$ cat config.mk
export PLATFORM = sky130hd
export DESIGN_NAME = gpio_ctrl
export DESIGN_NICKNAME = d
export VERILOG_FILES = /design/src/rtl/gpio_pkg.sv /design/src/rtl/gpio_sync.sv /design/src/rtl/gpio_ctrl.sv
export SDC_FILE = /design/constraint.sdc
export NUM_CORES = 1
export LEC_CHECK = 0
export CAP_MARGIN = 20
export CORE_AREA = 2 2 82 76
export CTS_CLUSTER_DIAMETER = 200
export CTS_CLUSTER_SIZE = 28
export DETAILED_ROUTE_END_ITERATION = 8
export DIE_AREA = 0 0 84 78
export DONT_BUFFER_PORTS = 1
export GPL_ROUTABILITY_DRIVEN = 0
export PLACE_DENSITY = 0.7
export SLEW_MARGIN = 40
export SYNTH_ARGS = -nofsm -noshare
export SYNTH_HDL_FRONTEND = slang
export SYNTH_SLANG_ARGS = --single-unit
$ cat constraint.sdc
create_clock -name clk -period 1.15 [get_ports clk]
set_input_delay 0.1725 -clock clk [delete_from_list [all_inputs] [get_ports clk]]
set_output_delay 0.1725 -clock clk [all_outputs]
set_load 0.03 [all_outputs]
$ cat src/rtl/gpio_pkg.sv
// Shared register-map offsets and edge-polarity encoding for the GPIO controller.
package gpio_pkg;

    typedef enum logic [2:0] {
        REG_OUT      = 3'd0,
        REG_IN       = 3'd1,
        REG_DIR      = 3'd2,
        REG_IRQ_EN   = 3'd3,
        REG_IRQ_STAT = 3'd4,
        REG_POL      = 3'd5,
        REG_OUT_SET  = 3'd6,
        REG_OUT_CLR  = 3'd7
    } gpio_reg_e;

    localparam logic POL_RISE = 1'b0;
    localparam logic POL_FALL = 1'b1;

    function automatic logic edge_hit(input logic cur, input logic prev, input logic pol);
        return (pol == POL_FALL) ? (prev & ~cur) : (cur & ~prev);
    endfunction

endpackage

$ cat src/rtl/gpio_sync.sv
// Single-bit flop-chain synchronizer for an asynchronous pin input.
module gpio_sync #(
    parameter int SYNC_STAGES = 2
) (
    input  logic clk,
    input  logic rst,
    input  logic d,
    output logic q
);

    logic [SYNC_STAGES-1:0] chain;

    always_ff @(posedge clk or negedge rst) begin
        if (!rst) begin
            chain <= '0;
        end else begin
            chain <= {chain[SYNC_STAGES-2:0], d};
        end
    end

    assign q = chain[SYNC_STAGES-1];

endmodule

$ cat src/rtl/gpio_ctrl.sv
// Memory-mapped GPIO block: output/direction registers, synchronized inputs,
// per-pin edge interrupts with sticky write-1-to-clear status.
module gpio_ctrl
    import gpio_pkg::*;
#(
    parameter int WIDTH       = 8,
    parameter int SYNC_STAGES = 2,
    parameter int ADDR_LSB    = 2
) (
    input  logic             clk,
    input  logic             rst,
    input  logic [31:0]      Address,
    input  logic [31:0]      DataIn,
    output logic [31:0]      DataOut,
    input  logic             Select,
    input  logic             WriteEn,
    input  logic [WIDTH-1:0] GPIO_In,
    output logic [WIDTH-1:0] GPIO_Out,
    output logic [WIDTH-1:0] GPIO_OE,
    output logic             irq
);

    gpio_reg_e        reg_off;
    logic             wr_en;
    logic [WIDTH-1:0] wdata;
    logic [WIDTH-1:0] out_r, dir_r, en_r, stat_r, pol_r;
    logic [WIDTH-1:0] in_p0, in_p1;
    logic [WIDTH-1:0] evt, stat_clr, rd_val;
    logic             unused_bus_bits;

    assign reg_off         = gpio_reg_e'(Address[ADDR_LSB+2:ADDR_LSB]);
    assign wr_en           = Select & WriteEn;
    assign wdata           = DataIn[WIDTH-1:0];
    assign unused_bus_bits = ^{Address, DataIn};

    // Stage p0: synchronized pin levels
    for (genvar i = 0; i < WIDTH; i++) begin : g_sync
        gpio_sync #(.SYNC_STAGES(SYNC_STAGES)) u_sync (
            .clk (clk),
            .rst (rst),
            .d   (GPIO_In[i]),
            .q   (in_p0[i])
        );
    end

    // Stage p1: previous synchronized level, compared against p0 for edges
    always_comb begin
        evt = '0;
        for (int i = 0; i < WIDTH; i++) begin
            evt[i] = edge_hit(in_p0[i], in_p1[i], pol_r[i]);
        end
    end

    assign stat_clr = (wr_en && reg_off == REG_IRQ_STAT) ? wdata : '0;

    always_ff @(posedge clk or negedge rst) begin
        if (!rst) begin
            out_r  <= '0;
            dir_r  <= '0;
            en_r   <= '0;
            stat_r <= '0;
            pol_r  <= '0;
            in_p1  <= '0;
        end else begin
            in_p1  <= in_p0;
            // a new event wins over a simultaneous clear of the same bit
            stat_r <= (stat_r & ~stat_clr) | (evt & en_r);
            if (wr_en) begin
                case (reg_off)
                    REG_OUT:     out_r <= wdata;
                    REG_DIR:     dir_r <= wdata;
                    REG_IRQ_EN:  en_r  <= wdata;
                    REG_POL:     pol_r <= wdata;
                    REG_OUT_SET: out_r <= out_r | wdata;
                    REG_OUT_CLR: out_r <= out_r & ~wdata;
                    default: ;
                endcase
            end
        end
    end

    always_comb begin
        rd_val = '0;
        if (Select) begin
            case (reg_off)
                REG_OUT:      rd_val = out_r;
                REG_IN:       rd_val = in_p0;
                REG_DIR:      rd_val = dir_r;
                REG_IRQ_EN:   rd_val = en_r;
                REG_IRQ_STAT: rd_val = stat_r;
                REG_POL:      rd_val = pol_r;
                default:      rd_val = '0;
            endcase
        end
        DataOut               = '0;
        DataOut[WIDTH-1:0]    = rd_val;
    end

    assign GPIO_Out = out_r;
    assign GPIO_OE  = dir_r;
    assign irq      = |(stat_r & en_r);

endmodule

Yosys cells after proc, flatten, opt, wreduce, memory -nomap -nowiden:

Cells that the tools add are included.

* register bits: 64
* output and inout bits: 49
* input bits: 76
* word-level logic and storage cells: 82

* muxes and demuxes: 12
* reductions and logical operators: 8
* bitwise operators: 41
* equality and inequality tests: 7

Operators with widths (count)
* case mux 8 bit (6 select lines): 1
* AND 8 bit: 4
* case mux 8 bit (3 select lines): 1
* AND 1 bit: 17
* two-way mux 8 bit: 2
* inverter 1 bit: 16
* inverter 8 bit: 2
* bitwise OR 8 bit: 2
* equality test 3 bit (second input constant): 4
* two-way mux 1 bit: 8
* AND reduction 2 bit: 4
* OR reduction 8 bit: 1
* equality test 3 x 2 -> 1 bit (second input constant): 2
* equality test 3 x 1 -> 1 bit (second input constant): 1
* logical NOT 3 bit: 1
* nonzero test 3 bit: 1
* logical AND 1 bit: 1

Depth between registers and ports, before layout:

* word-level depth: 6
* mapped depth: 5
* mapped depth without buffers: 3

Cells and area by module:

A second synthesis with hierarchy kept.

* cell total of the unflattened synthesis: 280
* area total of the unflattened synthesis: 3174.3 um^2

Modules (own cells, without submodules)
* gpio_ctrl: times used 1, cells an instance 264, area each 2773.9 um^2, seq. area each 1201.2 um^2
* gpio_sync: times used 8, cells an instance 2, area each 50.0 um^2, seq. area each 50.0 um^2

Worst setup path before layout:

No wires, ideal clock.

* path kind: register to output
* start: register out_r[5], in the netlist GPIO_Out[5]
* end: output DataOut[5]
* required time: 0.978 ns
* setup slack: -0.583 ns
* cell stages (with the launch flop): 4
* buffers on the path: 0
* arrival time: 1.561 ns
* cells stage by stage: dfrtp_1 > mux2_2 > a221oi_1 > a211oi_1

* cells in the longest elaborated chain, start to end: 2

RTL lines
* from (decl): RTL line gpio_ctrl.sv:26 `logic [WIDTH-1:0] out_r, dir_r, en_r, stat_r, pol_r;`
* from (signal assigned): RTL line gpio_ctrl.sv:70 `REG_OUT: out_r <= wdata;`
* from (signal assigned): RTL line gpio_ctrl.sv:74 `REG_OUT_SET: out_r <= out_r | wdata;`
* from (signal assigned): RTL line gpio_ctrl.sv:75 `REG_OUT_CLR: out_r <= out_r & ~wdata;`
* case mux 8 bit (6 select lines): RTL line gpio_ctrl.sv:85 `case (reg_off)`
* two-way mux 8 bit: RTL line gpio_ctrl.sv:84 `if (Select) begin`
* to (decl): RTL line gpio_ctrl.sv:14 `output logic [31:0] DataOut,`

Every way passes these cells.

Worst setup path after layout:

* start: register out_r[1], in the netlist GPIO_Out[1]
* end: output DataOut[1]

The elaborated chain is that of the path after synthesis.

==> impl_metrics.yaml <==
place:
  dp.cells: 355
  placed_area_um2: 3602
  portBuffers: 0
  dpl_worst_slack_ns: -0.1991
  dp_hpwl_um: 5030
critical_path:
  r2r_setup_slack_ns: 0.04
  worstSetupEndpointType: "output port"
  r2r_cells: 3
  cp_max_fo: 2
  worstPathArrival_ns: 1.50
  cp.required_ns: 0.98
  path_class: "reg2out"
  start_kind: "flop"
  r2r-start: "GPIO_Out[4]$_DFFE_PN0P_"
  startpoint: "GPIO_Out[1]$_DFFE_PN0P_"
logic_synthesis:
  ys_seq_area_frac: 0.5261
  synth_top_area_share: 0.5261
  synth_area_per_cell_um2: 12.74
  post_synth_instance_area_um2: 3044
  synth_seq_cells: 64
  synth.distinct_cells: 34
  ys_warn_count: 0
  netlist_instances: 239
  netlist.top_cell.by_area: "dfrtp_1"
  synth_area_leaders: "dfrtp_1 53%, mux2_2 10%, buf_4 5.9%"
route:
  vias: 2225
  wire_per_inst_um: 19.65
  ant_nets: 0
  drt-total-wl_um: 7821
  drt_iter0_drc: 150
  viasPerCell: 5.590
  drc: 0
  drt-pass1-iter-count: 4
timing:
  fin_crit_sh: 1.451
  grt_setup_unrepaired: "yes"
  setup-violations-final: 9
  min_period_ns: 1.669
  finClkSkew_ns: 0.008928
  hold_viol: 64
  drv_slew: 0
  worst_slack_ns: -0.5189
  whs_ns: -0.4800
  tns_ns: -4.071
  clock.fmax_ghz: 0.5992
pwr:
  p_total_mw: 6.838
  p_sw_frac: 0.3239
  power.density_nw_per_um2: 1683
  worst_ir_drop_vdd_v: 0.001144
  comb_power_share: 0.324
  net-switching-power_mw: 2.215
  p_leak_nw: 1.816
  p_int_mw: 4.623
  pwr-share-seq: 0.433
  clkPwrFrac: 0.243
die:
  die-width_um: 84
  io_pins: 125
  die_h_um: 78
  num_rows: 26
  start_util: 0.5409
  die_area_um2: 6552
  coreArea_um2: 5628
grt:
  antenna_found_initial: 0
  track_usage: 0.2537
  grt-ovfl-total: 0
  first_global_vias: 2322
  grt_max_degree: 65
  grt_pass1_wl_um: 12470
run_status:
  outcome: "complete, but fails checks"
  violations: "hold timing, setup timing"
finish:
  diodes: 0
  areaGrowthSynthToFinish_pct: 33.50
  fin_cells: 398
  nFillCells: 398
  drive_above_1_share: 0.4756
  finish.utilization: 0.7221
  nets: 399
  fin_area_um2: 4064
  seqCellArea_um2: 1622
  multiInputGateArea_um2: 1489
clocking:
  cts_max_path_buffers: 2
  htreeDepth: 3
  clk_pin_slew_ns: 0.07
  clockRootBuffer: "clkbuf_8"
  numClockSinks: 64
  numCtsBuffers: 9
  clock_latency_ns: 0.34
  tritoncts: "built"
flow_run:
  cap_violations: 0
hold_path:
  hold_path.class: "in2async"
## per-layer routing
metal	wire [um]	vias up	GRT usage
met5	0	-	0
met2	3917	77	0.4120
li1	-	1002	-
met4	110	0	0.06774
met3	496	13	0.07660
met1	3296	1133	0.3345
## layout make-up
| cell class | instances | area share |
|---|---|---|
| Tap cell | 70 | 0.02155 |
| Sequential cell | 64 | 0.3990 |
| Clock inverter | 4 | 0.004926 |
| Timing Repair Buffer | 81 | 0.1659 |
| Clock buffer | 12 | 0.03571 |
| Multi-Input combinational cell | 160 | 0.3664 |
| Inverter | 7 | 0.006466 |
## cell usage in the layout (no fill, tap or decap), drive strengths merged
| cell type | count |
|---|---|
| or2b | 1 |
| a221oi | 1 |
| a211oi | 1 |
| inv | 7 |
| mux4 | 7 |
| and2b | 1 |
| o22ai | 13 |
| clkbuf | 12 |
| nand3 | 9 |
| a22oi | 6 |
| nor2b | 8 |
| a22o | 8 |
| xor2 | 1 |
| nand4 | 1 |
| or3 | 1 |
| or2 | 1 |
| nor2 | 3 |
| nand3b | 1 |
| and3b | 1 |
| a32o | 8 |
| dfrtp | 64 |
| conb | 24 |
| nor3 | 1 |
| a21oi | 1 |
| o21bai | 8 |
| clkinv | 4 |
| nand2b | 8 |
| mux2i | 5 |
| buf | 64 |
| mux2 | 28 |
| dlygate4sd3 | 17 |
| nand2 | 13 |
## what timing repair did
action                                  4_1_cts  5_1_grt
endpoints found under the setup margin        9       11
pin swaps                                     3        5
hold endpoints to repair                    101       65
gates resized for setup                       5        6
setup buffers                                 7        3
hold buffers                                 16        1
## worst paths after layout
path / end
worst max-delay path: DataOut[1]
worst min-delay path: GPIO_Out[4]$_DFFE_PN0P_
worst max register to register: GPIO_Out[4]$_DFFE_PN0P_
worst min register to register: g_sync[0].u_sync.chain[1]$_DFF_PN0_
max in group asynchronous: GPIO_OE[4]$_DFFE_PN0P_
min in group clk: GPIO_Out[0]$_DFFE_PN0P_
## sequential cells by signal, indices dropped and copies added, names as in the netlist
signal               cells
in_p1                    8
GPIO_OE                  8
en_r                     8
pol_r                    8
GPIO_Out                 8
g_sync.u_sync.chain     16
stat_r                   8
## Yosys cell counts, drive strengths merged
cell,number
o22ai,13
a32o,8
nand2,13
and3b,1
nand4,1
a21oi,1
conb,1
a22o,8
or2b,1
nand2b,8
or2,1
a221oi,1
and2b,1
xor2,1
nand3,9
buf,27
nor3,1
a22oi,6
nor2b,8
a211oi,1
inv,7
mux4,7
dfrtp,64
mux2,28
nand3b,1
mux2i,5
or3,1
o21bai,8
clkbuf,4
nor2,3
## cell families (layout without fill, tap and decap cells)
family / Yosys count / count (layout) / synth area share
xor+xnor: 1 / 1 / 0.002878
buf+inv: 38 / 104 / 0.08179
mux: 40 / 40 / 0.1755
compound gates: 46 / 46 / 0.1176
simple gates: 49 / 49 / 0.09495
other cells: 1 / 24 / 0.001232
flops: 64 / 64 / 0.5261
## worst max-delay path: stages, from the launching register on
cell and delay [ns]:
dfrtp_2 0.40, mux4_2 0.46, a22oi_2 0.19, nor2_4 0.09
## power groups by stage
stage               registers (mW)  logic, mW  clock network, mW
CTS                           2.93       2.14               1.70
finish                        2.96       2.22               1.66
global placement              2.94       1.92                  0
detailed placement            2.96       1.97                  0
global route                  3.00       2.35               1.81
floorplan                     3.19       1.19                  0
(Power assumes the default switching activity.)
